[src/rtl/nn_pkg.sv]
// Shared types and default constants for neural-network node datapaths.
package nn_pkg;

    localparam int DATA_W = 16;
    localparam int FRAC_W = 8;
    localparam int ONE_Q  = 1 << FRAC_W;

    typedef enum logic [1:0] {
        ACT_ID   = 2'd0,
        ACT_RELU = 2'd1,
        ACT_STEP = 2'd2
    } act_e;

    typedef enum logic [1:0] {
        IDLE,
        ACCUM,
        ACT,
        DONE
    } node_state_e;

endpackage

[src/rtl/nn_activation.sv]
// Combinational activation: rescale a wide accumulator, apply the activation
// function, and saturate to DATA_W. Code 3 behaves as identity.
module nn_activation #(
    parameter int DATA_W = nn_pkg::DATA_W,
    parameter int FRAC_W = nn_pkg::FRAC_W,
    parameter int ACC_W  = 40
) (
    input  logic signed [ACC_W-1:0]  acc,
    input  nn_pkg::act_e             act_q,
    output logic        [DATA_W-1:0] result
);
    import nn_pkg::*;

    localparam logic signed [ACC_W-1:0] MAX_V =
        {{(ACC_W-DATA_W+1){1'b0}}, {(DATA_W-1){1'b1}}};
    localparam logic signed [ACC_W-1:0] MIN_V = ~MAX_V;
    localparam logic signed [ACC_W-1:0] ONE_V = ACC_W'(1) << FRAC_W;

    logic signed [ACC_W-1:0] shifted;
    logic signed [ACC_W-1:0] activated;

    always_comb begin
        shifted   = acc >>> FRAC_W;
        activated = shifted;
        case (act_q)
            ACT_RELU: if (shifted[ACC_W-1]) activated = '0;
            ACT_STEP: activated = shifted[ACC_W-1] ? '0 : ONE_V;
            default:  activated = shifted;
        endcase
        if (activated > MAX_V) begin
            result = MAX_V[DATA_W-1:0];
        end else if (activated < MIN_V) begin
            result = MIN_V[DATA_W-1:0];
        end else begin
            result = activated[DATA_W-1:0];
        end
    end

endmodule

[src/rtl/nn_node_mac.sv]
// Fixed-point neuron: streamed MAC over N_INPUTS pairs, then activation.
// Optional bias input enabled by defining NODE_MAC_BIAS_EN.
module nn_node_mac #(
    parameter int DATA_W   = nn_pkg::DATA_W,
    parameter int FRAC_W   = nn_pkg::FRAC_W,
    parameter int N_INPUTS = 64,
    parameter int ACC_W    = 40
) (
    input  logic              clk,
    input  logic              n_rst,
    input  logic              start,
    input  logic [1:0]        act_sel,
    input  logic              in_valid,
    output logic              in_ready,
    input  logic [DATA_W-1:0] coef,
    input  logic [DATA_W-1:0] in_val,
    output logic              out_valid,
    input  logic              out_ready,
    output logic [DATA_W-1:0] node_out,
    output logic              busy
`ifdef NODE_MAC_BIAS_EN
    ,
    input  logic [DATA_W-1:0] bias
`endif
);
    import nn_pkg::*;

    localparam int CNT_W = (N_INPUTS > 1) ? $clog2(N_INPUTS) : 1;
    localparam logic [CNT_W-1:0] LAST = CNT_W'(N_INPUTS - 1);

    node_state_e state, state_next;

    logic signed [ACC_W-1:0]    acc;
    logic signed [ACC_W-1:0]    acc_init;
    logic signed [2*DATA_W-1:0] prod;
    logic [CNT_W-1:0]           cnt;
    act_e                       act_q;
    logic [DATA_W-1:0]          act_res;
    logic                       beat;
    logic                       start_ok;
    logic                       last_beat;
    logic                       xfer;

    assign beat      = in_valid & in_ready;
    assign start_ok  = start & (state == IDLE);
    assign last_beat = beat & (cnt == LAST);
    assign xfer      = out_valid & out_ready;
    assign busy      = (state != IDLE);
    assign prod      = $signed(coef) * $signed(in_val);

`ifdef NODE_MAC_BIAS_EN
    assign acc_init = ACC_W'($signed(bias)) <<< FRAC_W;
`else
    assign acc_init = '0;
`endif

    always_ff @(posedge clk or negedge n_rst) begin
        if (!n_rst) begin
            state <= IDLE;
        end else begin
            state <= state_next;
        end
    end

    always_comb begin
        state_next = state;
        case (state)
            IDLE:    if (start) state_next = ACCUM;
            ACCUM:   if (last_beat) state_next = ACT;
            ACT:     state_next = DONE;
            DONE:    if (xfer) state_next = IDLE;
            default: state_next = IDLE;
        endcase
    end

    // in_ready is a flop so the upstream handshake has no comb path from state.
    always_ff @(posedge clk or negedge n_rst) begin
        if (!n_rst) begin
            acc       <= '0;
            cnt       <= '0;
            act_q     <= ACT_ID;
            node_out  <= '0;
            out_valid <= 1'b0;
            in_ready  <= 1'b0;
        end else begin
            if (start_ok) begin
                acc   <= acc_init;
                cnt   <= '0;
                act_q <= act_e'(act_sel);
            end else if (beat) begin
                acc <= acc + ACC_W'(prod);
                cnt <= last_beat ? '0 : cnt + 1'b1;
            end
            in_ready <= (state_next == ACCUM);
            if (state == ACT) begin
                node_out  <= act_res;
                out_valid <= 1'b1;
            end else if (xfer) begin
                out_valid <= 1'b0;
            end
        end
    end

    nn_activation #(
        .DATA_W (DATA_W),
        .FRAC_W (FRAC_W),
        .ACC_W  (ACC_W)
    ) u_act (
        .acc    (acc),
        .act_q  (act_q),
        .result (act_res)
    );

endmodule
[config.mk]
export PLATFORM = sky130hd
export DESIGN_NAME = nn_node_mac
export DESIGN_NICKNAME = d
export VERILOG_FILES = /design/src/rtl/nn_pkg.sv /design/src/rtl/nn_activation.sv /design/src/rtl/nn_node_mac.sv
export SDC_FILE = /design/constraint.sdc
export NUM_CORES = 1
export LEC_CHECK = 0
export ABC_AREA = 0
export CORE_ASPECT_RATIO = 0.7
export CORE_UTILIZATION = 55
export DETAILED_ROUTE_END_ITERATION = 6
export GPL_TIMING_DRIVEN = 0
export PLACE_DENSITY = 0.84
export SETUP_SLACK_MARGIN = 0.15
export SYNTH_ARGS = -nofsm -noshare
export SYNTH_HDL_FRONTEND = slang
export SYNTH_SLANG_ARGS = --single-unit
[constraint.sdc]
create_clock -name clk -period 6.3 [get_ports clk]
set_clock_uncertainty 0.1 [all_clocks]
set_input_delay 1.26 -clock clk [delete_from_list [all_inputs] [get_ports clk]]
set_output_delay 1.26 -clock clk [all_outputs]
set_load 0.01 [all_outputs]
==> out/results.ini <==
[outcome]
status = finished, violations left
violations = design-rule violations, negative setup slack

[layout]
final_util = 0.720
mostFrequentLayoutCell = inv_1
syn2layout_area_growth_pct = 27.3
drive_above_1_share = 0.234
nets = 2360
final_cells = 2242
design_area_um2 = 19400
final_cell_mix = 373 x inv_1, 301 x fa_1, 185 x nand2_1
multi_input_area_um2 = 12800
layout.area.seq_um2 = 1700
fillers = 1696
diodes = 0

[timing]
setup_viol = 26
max_freq_mhz = 138
rsz0062_at_grt = yes
drv_slew = 0
min_period_ns = 7.23
finalHoldViolCount = 0
relSlewSlack = 0.418
worst_pin_slew_ns = 0.873
period_share = 1.15
worst_slack_ns = -0.931

[synthesis]
yosys.area.top_type_share = 0.433
synthMuxAreaShare = 0.000657
ys.flop_type = dfrtp_1
synthSimpleGateAreaFrac = 0.146
yosysWarnings = 0
ys_seq_area_frac = 0.112
synth_compound_area_frac = 0.0758
synth_xor_area_frac = 0.0207
synth_top_family_by_area = adder cells
synth_area_um2 = 15200
synth_cell_types = 52
async_reset_ff_frac = 1.00
syn_nets = 2161
synth_seq_cells = 68
synthCells = 1674
postSynthAreaPerCell_um2 = 9.11
yosysTopAreaCell = fa_1
synthAdderAreaFrac = 0.530
ys_top_cells_by_area = fa_1 43%, dfrtp_1 11%, inv_1 10%
synth_edf_count = 0

[setup_path]
worstPathArrival_ns = 7.38
worstSetupPathType = primary input to flip-flop
slowest_stage = fa_1
crit_path_max_fanout = 8
endpoint_kind = flip-flop
crit_path_start_kind = primary input
crit_path_frequent_cell = fa_1
path_buf_inv = 14
cpLargestDelayFamily = adder cells
crit_required_ns = 6.45
slowest_delay_ns = 0.53

[global_routing]
grt_pass1_vias = 13700
track_usage = 0.337
globalRoute.totalOverflow = 0
grt_max_degree = 69
grt_pass1_wl_um = 74000
antenna_found_initial = 1

[placement]
placed_cells = 2095
place_congestion = 0.968
post_dp_cell_area_um2 = 17000
portBuffers = 57
hpwl_um = 34000

[routing]
num_vias = 13100
post_drt_wl_per_cell_um = 22.1
drtPass1Iterations = 7
ant_nets = 0
routed_via_density = 5.86
drt_iter0_markers = 1592
drt-total-wl_um = 49500
post-route-drc-count = 1

[clock_tree]
clockBufferDepth = 2
postCtsHoldBufs = 0
htree_levels = 3
clock_latency_ns = 0.33
cts-root-buf = clkbuf_16
cts_buffers = 9
clkTransAtPathRegs_ns = 0.06
cts_tree = built
cts.sinks = 68

[floorplan]
io_pins = 58
coreArea_um2 = 27000
die_x_um = 201
die_y_um = 141
dieArea_um2 = 28400
initial_core_util = 0.565
rows = 50

[run]
max-cap-violations = 0

[hold_path]
hold_class = flip-flop to flip-flop

-- cells by family after synthesis --
group | after synthesis
and+or+nand+nor | 474
buffers and inverters | 469
AOI/OAI and AO/OA | 178
adders and majority gates | 448
muxes | 1
DFF | 68
xor gates and xnor gates | 36
-- synthesized netlist by cell type (2+ instances only) --
cell type and instances:
inv_1 418, fa_1 330, nand2_1 212, ha_1 118, and2_1 116, a21oi_1 77, nor2_1 74, dfrtp_1 68
clkbuf_1 46, o21ai_0 33, xnor2_1 26, nand3_1 18, nand4_1 12, nor3_1 12, xor2_1 10, a21o_1 9
o21bai_1 9, and3_1 7, a211oi_1 6, o21a_1 6, a31oi_1 5, buf_1 5, nand2b_1 5, nor2b_1 5
nor4_1 5, a211o_1 4, o211ai_1 4, a311oi_1 3, nand3b_1 3, o31ai_1 3, a211oi_2 2, o211a_1 2
or3_1 2
-- layer usage --
layer,vias up,track usage,wire (um)
met5,-,0,0
met3,244,0.0859,6440
met2,988,0.517,22000
met4,0,0.105,2380
li1,5407,-,-
met1,6503,0.474,18700
-- flip-flops by register name, summed over array words and instances (netlist names) --
signal,cells
acc,40
act_q,2
cnt,6
in_ready,1
node_out,16
out_valid,1
state,2
-- stage by stage --
stage | hold WS, ns | TNS [ns] | worst slack (ns)
2_1_floorplan | 0.374 | -3.16 | -0.418
3_3_place_gp | 0.394 | -39.15 | -1.75
3_5_place_dp | 0.393 | -41.94 | -1.87
4_1_cts | 0.424 | -11.74 | -0.776
5_1_grt | 0.435 | -20.19 | -1.13
6_report | 0.428 | -16.77 | -0.931
-- repair_timing --
| item | 4_1_cts | 5_1_grt |
|---|---|---|
| buffers inserted | 91 | 38 |
| gates resized for setup | 361 | 124 |
| gates cloned | 1 | 1 |
| endpoints found under the setup margin | 33 | 29 |
| pin swaps | 116 | 100 |
-- layout make-up --
type / instances / share of cell area
multi-input combinational: 1137 / 0.660
timing repair buffer: 187 / 0.0943
sequential: 68 / 0.0877
inverter: 418 / 0.0814
buffer: 51 / 0.0382
tap: 364 / 0.0235
clock buffer: 12 / 0.0132
clock inverter: 4 / 0.00123
timing repair inverter: 1 / 0.000387
-- worst paths after layout --
check,from,end,slack [ns],depth (start not counted)
setup / recovery,in_val[6],acc[33],-0.93,31
hold / removal,node_out[15],node_out[15],0.43,1
setup reg to reg,acc[15],acc[33],0.63,22
hold reg to reg,node_out[15],node_out[15],0.43,1
max in group asynchronous,n_rst,acc[11],4.58,1
min in group asynchronous,n_rst,act_q[0],0.95,1
Power is not shown: default switching activity piles up to over one toggle a cycle in this logic, so the estimate is an artifact.
